===== src/rtl/fsm_bubblesort_mb.sv =====
// Multi-bank bubble sorter: load, sort and unload run concurrently on different banks.
// Sort latency is n(n-1)/2+3 cycles; in_rdy drops when the enqueue bank is busy, and output holds under !out_rdy.
module fsm_bubblesort_mb #(
  parameter int N      = 16,
  parameter int W      = 32,
  parameter int BANK_N = 2
) (
  input  logic              clk,
  input  logic              rst_n,
  input  logic              in_vld,
  input  logic [W-1:0]      in_dat,
  input  logic              in_last,
  input  logic              in_desc,
  input  logic              in_signed,
  output logic              in_rdy,
  output logic              out_vld,
  output logic [W-1:0]      out_dat,
  output logic              out_last,
  output logic              out_err,
  input  logic              out_rdy,
  output logic [BANK_N-1:0] bank_busy
);

  localparam int CW = $clog2(N) + 1;
  localparam int KW = $clog2(N);
  localparam int PW = (BANK_N > 1) ? $clog2(BANK_N) : 1;

  typedef enum logic [2:0] {
    B_IDLE, B_LOADING, B_READY, B_SORTING, B_SORTED, B_UNLOADING
  } bank_st_t;

  typedef enum logic [1:0] {
    S_IDLE, S_START, S_PASS, S_DONE
  } srt_st_t;

  bank_st_t      bst    [BANK_N];
  logic [CW-1:0] cnt    [BANK_N];
  logic          desc_q [BANK_N];
  logic          sgn_q  [BANK_N];
  logic          err_q  [BANK_N];
  logic [W-1:0]  mem    [BANK_N][N];

  logic [PW-1:0] enq_ptr, srt_ptr, deq_ptr;
  logic [CW-1:0] ld_idx, rd_idx, lim;
  logic [KW-1:0] k, k1;
  logic          swapped, run;
  srt_st_t       srt_st, srt_nx;

  logic          accept, last_beat;
  logic [W-1:0]  cmp_a, cmp_b;
  logic          a_gt_b, a_lt_b, do_swap, pass_end, finish;

  function automatic logic [PW-1:0] ptr_inc(input logic [PW-1:0] p);
    return (p == PW'(BANK_N - 1)) ? '0 : p + PW'(1);
  endfunction

  // run keeps in_rdy low while reset is held even though every bank reads IDLE
  assign in_rdy    = run && (bst[enq_ptr] == B_IDLE || bst[enq_ptr] == B_LOADING);
  assign accept    = in_vld && in_rdy;
  assign last_beat = in_last || (ld_idx == CW'(N - 1));

  always_comb begin
    k1       = k + KW'(1);
    cmp_a    = mem[srt_ptr][k];
    cmp_b    = mem[srt_ptr][k1];
    a_gt_b   = 1'b0;
    a_lt_b   = 1'b0;
    if (sgn_q[srt_ptr]) begin
      a_gt_b = $signed(cmp_a) > $signed(cmp_b);
      a_lt_b = $signed(cmp_a) < $signed(cmp_b);
    end else begin
      a_gt_b = cmp_a > cmp_b;
      a_lt_b = cmp_a < cmp_b;
    end
    do_swap  = (srt_st == S_PASS) && (desc_q[srt_ptr] ? a_lt_b : a_gt_b);
    pass_end = ({1'b0, k} == lim - CW'(2));
    finish   = pass_end && (!(swapped || do_swap) || lim == CW'(2));
  end

  always_comb begin
    bank_busy = '0;
    for (int i = 0; i < BANK_N; i++) begin
      bank_busy[i] = (bst[i] != B_IDLE);
    end
  end

  always_comb begin
    srt_nx = srt_st;
    case (srt_st)
      S_IDLE:  if (bst[srt_ptr] == B_READY) srt_nx = S_START;
      S_START: srt_nx = (cnt[srt_ptr] < CW'(2)) ? S_DONE : S_PASS;
      S_PASS:  if (finish) srt_nx = S_DONE;
      S_DONE:  srt_nx = S_IDLE;
      default: srt_nx = S_IDLE;
    endcase
  end

  always_ff @(posedge clk or negedge rst_n) begin
    if (!rst_n) srt_st <= S_IDLE;
    else        srt_st <= srt_nx;
  end

  // Storage is not reset; every write is qualified by reset-cleared control state.
  always_ff @(posedge clk) begin
    if (accept) mem[enq_ptr][ld_idx[KW-1:0]] <= in_dat;
    if (do_swap) begin
      mem[srt_ptr][k]  <= cmp_b;
      mem[srt_ptr][k1] <= cmp_a;
    end
  end

  always_ff @(posedge clk or negedge rst_n) begin
    if (!rst_n) begin
      for (int i = 0; i < BANK_N; i++) begin
        bst[i]    <= B_IDLE;
        cnt[i]    <= '0;
        desc_q[i] <= 1'b0;
        sgn_q[i]  <= 1'b0;
        err_q[i]  <= 1'b0;
      end
      enq_ptr  <= '0;
      srt_ptr  <= '0;
      deq_ptr  <= '0;
      ld_idx   <= '0;
      rd_idx   <= '0;
      lim      <= '0;
      k        <= '0;
      swapped  <= 1'b0;
      run      <= 1'b0;
      out_vld  <= 1'b0;
      out_dat  <= '0;
      out_last <= 1'b0;
      out_err  <= 1'b0;
    end else begin
      run <= 1'b1;

      if (accept) begin
        if (bst[enq_ptr] == B_IDLE) begin
          desc_q[enq_ptr] <= in_desc;
          sgn_q[enq_ptr]  <= in_signed;
          bst[enq_ptr]    <= B_LOADING;
        end
        if (last_beat) begin
          bst[enq_ptr] <= B_READY;
          cnt[enq_ptr] <= ld_idx + CW'(1);
          err_q[enq_ptr] <= !in_last;
          enq_ptr      <= ptr_inc(enq_ptr);
          ld_idx       <= '0;
        end else begin
          ld_idx <= ld_idx + CW'(1);
        end
      end

      case (srt_st)
        S_IDLE: if (srt_nx == S_START) bst[srt_ptr] <= B_SORTING;
        S_START: begin
          lim     <= cnt[srt_ptr];
          k       <= '0;
          swapped <= 1'b0;
        end
        S_PASS: begin
          if (pass_end) begin
            if (!finish) begin
              lim     <= lim - CW'(1);
              k       <= '0;
              swapped <= 1'b0;
            end
          end else begin
            k       <= k1;
            swapped <= swapped || do_swap;
          end
        end
        S_DONE: begin
          bst[srt_ptr] <= B_SORTED;
          srt_ptr      <= ptr_inc(srt_ptr);
        end
        default: ;
      endcase

      // First word is issued in the same cycle the bank leaves SORTED.
      if (out_vld && out_rdy && out_last) begin
        out_vld      <= 1'b0;
        out_dat      <= '0;
        out_last     <= 1'b0;
        out_err      <= 1'b0;
        bst[deq_ptr] <= B_IDLE;
        deq_ptr      <= ptr_inc(deq_ptr);
      end else if (!out_vld || out_rdy) begin
        if (bst[deq_ptr] == B_SORTED) begin
          bst[deq_ptr] <= B_UNLOADING;
          out_vld      <= 1'b1;
          out_dat      <= mem[deq_ptr][0];
          out_last     <= (cnt[deq_ptr] == CW'(1));
          out_err      <= err_q[deq_ptr];
          rd_idx       <= CW'(1);
        end else if (bst[deq_ptr] == B_UNLOADING && rd_idx < cnt[deq_ptr]) begin
          out_vld  <= 1'b1;
          out_dat  <= mem[deq_ptr][rd_idx[KW-1:0]];
          out_last <= (rd_idx == cnt[deq_ptr] - CW'(1));
          out_err  <= err_q[deq_ptr];
          rd_idx   <= rd_idx + CW'(1);
        end else begin
          out_vld <= 1'b0;
        end
      end
    end
  end

endmodule


===== config.mk =====
export PLATFORM = sky130hd
export DESIGN_NAME = fsm_bubblesort_mb
export DESIGN_NICKNAME = d
export VERILOG_FILES = /design/src/rtl/fsm_bubblesort_mb.sv
export SDC_FILE = /design/constraint.sdc
export NUM_CORES = 2
export LEC_CHECK = 0
export CAP_MARGIN = 25
export CORE_MARGIN = 3
export CORE_UTILIZATION = 30
export CTS_CLUSTER_SIZE = 10
export DETAILED_ROUTE_END_ITERATION = 12
export DONT_BUFFER_PORTS = 1
export PLACE_DENSITY_LB_ADDON = 0.2
export SLEW_MARGIN = 30
export SYNTH_ARGS = -nofsm -noshare
export SYNTH_HDL_FRONTEND = slang
export SYNTH_SLANG_ARGS = --single-unit

===== constraint.sdc =====
create_clock -name clk -period 22.2 [get_ports clk]
set_clock_uncertainty 0.05 [all_clocks]
set_input_delay 3.33 -clock clk [delete_from_list [all_inputs] [get_ports clk]]
set_output_delay 3.33 -clock clk [all_outputs]
set_load 0.02 [all_outputs]

### Yosys cells after proc, flatten, opt, wreduce, memory -nomap -nowiden

Memories as Yosys holds them, arrays and structs flattened.
Index checks and enable logic that the tools add are counted.

| cells by class | value |
|---|---|
| add/subtract/negate cells | 9 |
| $lt $le $gt $ge | 19 |
| eq/ne operators | 16 |
| muxes and demuxes | 617 |
| bitwise operators | 537 |
| reductions and logical operators | 35 |

Operators by type and width:

| cell | number |
|---|---|
| two-way mux 512 bit | 3 |
| two-way mux 1 bit | 545 |
| OR 1 bit | 512 |
| two-way mux 32 bit | 13 |
| binary-select mux 32 bit (select 4 bit) | 3 |
| demux 32 bit (select 4 bit) | 3 |
| greater-than comparator 32 bit | 2 |
| < comparator 32 bit | 2 |
| two-way mux 5 bit | 12 |
| two-way mux 6 bit | 8 |
| two-way mux 3 bit | 12 |
| greater-or-equal comparator 5 bit, second input constant | 4 |
| inverter 4 -> 5 bit | 4 |
| < comparator 5 x 1 -> 1 bit, second input constant | 3 |
| logical AND 1 bit | 13 |
| bitwise AND 4 bit | 3 |
| inverter 4 bit | 3 |
| one-hot mux 6 bit (2 select lines) | 1 |
| adder 5 x 1 -> 5 bit, second input constant | 2 |
| bitwise mux 10 bit | 1 |
| one-hot mux 5 bit (2 select lines) | 1 |
| subtractor 5 x 1 -> 5 bit, second input constant | 2 |
| demux 3 bit (select 1 bit) | 3 |
| nonzero test 3 bit | 3 |
| 42 further kinds | 75 |

| storage, ports and cells | value |
|---|---|
| register bits | 83 |
| RAM bits | 1,024 |
| input bits | 39 |
| output and inout port bits | 38 |
| logic and storage cells | 1,258 |
| memories kept | 1 |

Memory list:

| name | depth | bits a word | read ports | clocked after memory_dff | wr ports | line | RTL |
|---|---|---|---|---|---|---|---|
| mem | 2 | 512 | 2 | 0 | 2 | 41 | `logic [W-1:0] mem [BANK_N][N];` |

### Logic depth before layout (Yosys ltp)

| depth | value |
|---|---|
| word-level depth | 22 |
| gate-level depth with buffers | 28 |
| mapped depth without buffers | 18 |

### Least setup slack after synthesis

OpenSTA, ideal clock, no wires.

| timing path | value |
|---|---|
| path kind | reg-to-reg |
| start | register k[1] |
| end | memory mem[0][128] in the netlist's numbering, enable pin |
| library setup time | 0.658 ns |
| arrival | 7.483 ns |
| required time | 21.492 ns |
| slack | 14.009 ns |
| cell stages (with the launch flop) | 28 |
| buffers on the path | 11 |
| period minus slack after synthesis | 8.191 ns |
| cell sequence | dfrtp_1 > clkinv_1 > buf_2 > clkbuf_1 > clkbuf_1 > ha_1 > clkbuf_1 > clkbuf_1 > clkbuf_1 > buf_1 > mux4_2 > nand2_1 > nand2_1 > o21ai_0 > inv_1 > ha_1 > and2_1 > a221o_1 > a221o_1 > o31ai_1 > a21boi_1 > buf_6 > mux2_4 > buf_4 > a32oi_1 > buf_2 > clkbuf_1 > o21ai_0 |

RTL lines:

| what | line | RTL |
|---|---|---|
| start, declared | 45 | `logic [KW-1:0] k, k1;` |
| start signal, assigned | 169 | `k <= k1;` |
| end, declared | 41 |  |

==> summary.md <==
| Metric | Value |
|---|---|
| Slew Limit Fails | `0` |
| Initial antenna violation count | `6` |
| Largest net degree at the start of global routing | `123` |
| Final net count | `6,322` |
| Syn avg cell area | `11.7 um^2` |
| Type of the worst min-delay path | `register to register` |
| R2R Path Start | `srt_ptr` |
| Worst hold-check slack | `0.459 ns` |
| Sink Count | `1,107` |
| Die ar. | `263,000 um^2` |
| CP delay by family, top | `buffers and inverters` |
| # port buffers | `0` |
| Final period utilization | `49.0%` |
| Worst-path cell chain | `buf_12, buf_4, buf_4, mux4_2, mux4_2, nand2_1, nand2_1, inv_1, ha_1, and4_1, nand4_1, a211oi_1, o31ai_1, a21boi_4, buf_4, mux2_4, and3_4, a32o_4, o21bai_4, buf_4` |
| Synth Instances | `6,590` |
| Synth unique cells | `70` |
| Initial Util | `30.3%` |
| Max-cap violations | `0` |
| Antenna-violating nets left | `0` |
| WP data required | `22.59 ns` |
| # setup viols final | `0` |
| Worst reg-to-reg path cell count | `20` |
| Critical Path Source Type | `register` |
| DIE HEIGHT | `513 um` |
| Vias in the first global route | `57,700` |
| Crit path DAT | `11.26 ns` |
| Vias per Instance | `6.21` |
| Outcome | `complete, no violations` |
| Worst-margin pin slew | `1.11 ns` |
| Async SR Flop Fraction | `7.50%` |
| RSZ-0062 raised after global routing | `false` |
| Endpoint type of the worst setup path | `register` |
| Hold_buf cts | `0` |
| Root Driver | `clkbuf_16` |
| DP Wirelength | `212,000 um` |
| GP Congestion | `0.883` |
| Multi-input logic area | `41,900 um^2` |
| Pre-antenna DRT Iters | `5` |
| Tot GR Track Use | `26.2%` |
| Rel. slew slack | `26.3%` |
| Total wire length | `353,000 um` |
| Core region area | `255,000 um^2` |
| Routed via count | `60,200` |
| Setup TNS Final | `0 ns` |
| Most used cell along the critical path | `buf_4` |
| Total grt overflow | `0` |
| Main synth FF type | `edfxtp_1` |
| Total power | `14.4 mW` |
| Num CTS Buffers | `140` |
| Synthesized Nets | `6,687` |
| Post-route DRC | `0` |
| CP bufs+invs | `6` |
| Sequential area share after synthesis | `42.6%` |
| WL/cell | `36.5 um` |
| First-pass GRT wire length | `485,000 um` |
| Most frequent cells in the layout | `nand2_1 (1,048), edfxtp_1 (1,024), o21ai_0 (810), mux4_2 (682), mux2_2 (474)` |
| Fmax | `92.0 MHz` |
| Slowest CP cell | `dfrtp_4` |
| Share of cells above drive strength 1 | `27.2%` |
| CP peak stage delay | `0.99 ns` |
| Sequential cell area | `32,900 um^2` |
| Die width | `513 um` |
| Crit path max fanout | `94` |
| EDFF count, synth | `1,024` |
| Cell Area, Synth | `77,100 um^2` |
| P&R area growth vs syn | `10.8%` |
| CTS tree | `done` |
| Clock latency on the worst-skew pair | `0.81 ns` |
| Hold Path Sink | `cnt[6]` |
| Crit path time final | `10.88 ns` |
| Max VDD drop | `201 uV` |
| RR Endpoint | `mem[0][254]` |
| Initial DRC count | `8,065` |
| Register clock-pin slew on the reported worst setup and hold paths | `0.06 ns` |
| CTS Buffer Depth | `3` |
| # Post-CTS Setup Buffers | `0` |
| Depth of the worst hold-timing path | `2` |
| H-tree depth | `4` |
| Synth warn | `0` |
| FF-to-FF setup slack | `11.32 ns` |
| Filler cells | `24,800` |
| Final Hold Viols | `0` |
| Flops & latches, synth | `1,107` |
| # rows | `185` |
| I/O pins | `77` |
| Post_cts resized | `0` |
| Commonest non-fill, non-tap cell in the layout | `nand2_1` |
| Setup CP Type | `register to register` |
| P_leak | `29.4 nW` |
| Power per cell area | `169 nW/um^2` |
| Hold Path Origin | `cnt[6]` |
layer usage:
layer | GRT usage (%) | vias up | part of all wire, %
met5 | 0 | - | 0
met1 | 34.8 | 31100 | 40
li1 | - | 24500 | -
met4 | 10.5 | 0 | 4.6
met3 | 6.48 | 775 | 11
met2 | 41.0 | 3788 | 45
flip-flops by register name, summed over array words and instances, names as in the netlist:
| register | cells |
|---|---|
| mem | 1024 |
| out_dat | 32 |
| cnt | 10 |
| bst | 6 |
| ld_idx | 5 |
| lim | 5 |
| rd_idx | 5 |
| k | 4 |
| desc_q | 2 |
| err_q | 2 |
| sgn_q | 2 |
| srt_st | 2 |
| deq_ptr | 1 |
| enq_ptr | 1 |
| out_err | 1 |
| out_last | 1 |
| out_vld | 1 |
| run | 1 |
| srt_ptr | 1 |
| swapped | 1 |
how the worst max path moves through the flow:
stage                     startpoint  cells after the start           to  slack [ns]
after floorplan                 k[1]                     27  mem[0][128]       14.01
after global placement          k[0]                     20  mem[0][244]       11.34
after detailed placement     srt_ptr                     21  mem[0][244]       11.54
after CTS                    srt_ptr                     21  mem[0][247]       11.48
after global routing         srt_ptr                     21  mem[0][253]       10.92
final                        srt_ptr                     20  mem[0][254]       11.32
cells in the mapped netlist (all sizes together), types with 5 or more instances:
library cell,count,area (um^2)
a32o,36,360
o21a,8,60.1
nor2b,5,31.3
a32oi,13,114
a311oi,34,298
a31o,12,105
nand2b,33,206
xnor2,13,114
nor2,252,946
and2,42,263
ha,58,726
a22oi,8,113
a31oi,5,31.3
o21ai,839,4200
inv,83,312
xor2,9,78.8
o22ai,65,407
a21oi,255,1280
a211oi,36,270
o21bai,9,67.6
nand4,21,131
mux2,521,5980
buf,256,1300
nand2,1052,3950
o211ai,7,52.6
nand3b,5,37.5
dfrtp,83,2080
mux2i,458,4580
and3,16,100
nor3,75,375
clkbuf,484,1820
mux4,682,15400
edfxtp,1024,30700
nand3,41,205
worst min-delay path: cells and delay by family (launching register included):
kind	cells	cell delay, ns
AND/OR/NAND/NOR	2	0.11
flip-flops	1	0.36
report_power, final:
| part | total [mW] | internal (mW) | switching (mW) |
|---|---|---|---|
| Clock | 2.20 | 1.25 | 0.952 |
| Sequential | 2.99 | 2.62 | 0.370 |
| Combinational | 9.24 | 3.37 | 5.87 |
| Total | 14.4 | 7.25 | 7.19 |
per-stage QoR:
| stage | utilization (%) | instances | cell area [um^2] | setup slack (ns) |
|---|---|---|---|---|
| global placement | 31.8 | 9443 | 81100 | 11.34 |
| CTS | 33.5 | 9684 | 85400 | 11.48 |
| floorplan | - | 6590 | 77100 | 14.01 |
| global route | 33.5 | 9687 | 85400 | 10.92 |
| finish | 33.5 | 9688 | 85500 | 11.32 |
| detailed placement | 31.9 | 9447 | 81200 | 11.54 |
cell type report:
type / count / area share (%)
flip-flops and latches: 1107 / 38.4
well taps: 3366 / 4.93
clock buffers: 209 / 4.60
inverters: 84 / 0.387
diodes: 2 / 0.00586
multi-input cells: 4659 / 49.0
repair buffers: 233 / 2.30
clock inverters: 28 / 0.290
kinds of logic after synthesis:
kind of cell,share of synthesized area (%)
multiplexers,33.6
AND/OR/NAND/NOR,8.22
other,0.00486
buffers and inverters,4.45
AO/OA/AOI/OAI,9.97
flip-flops,42.6
adder cells (fa/ha/maj),0.941
XOR/XNOR,0.250
(Power assumes the default switching activity.)
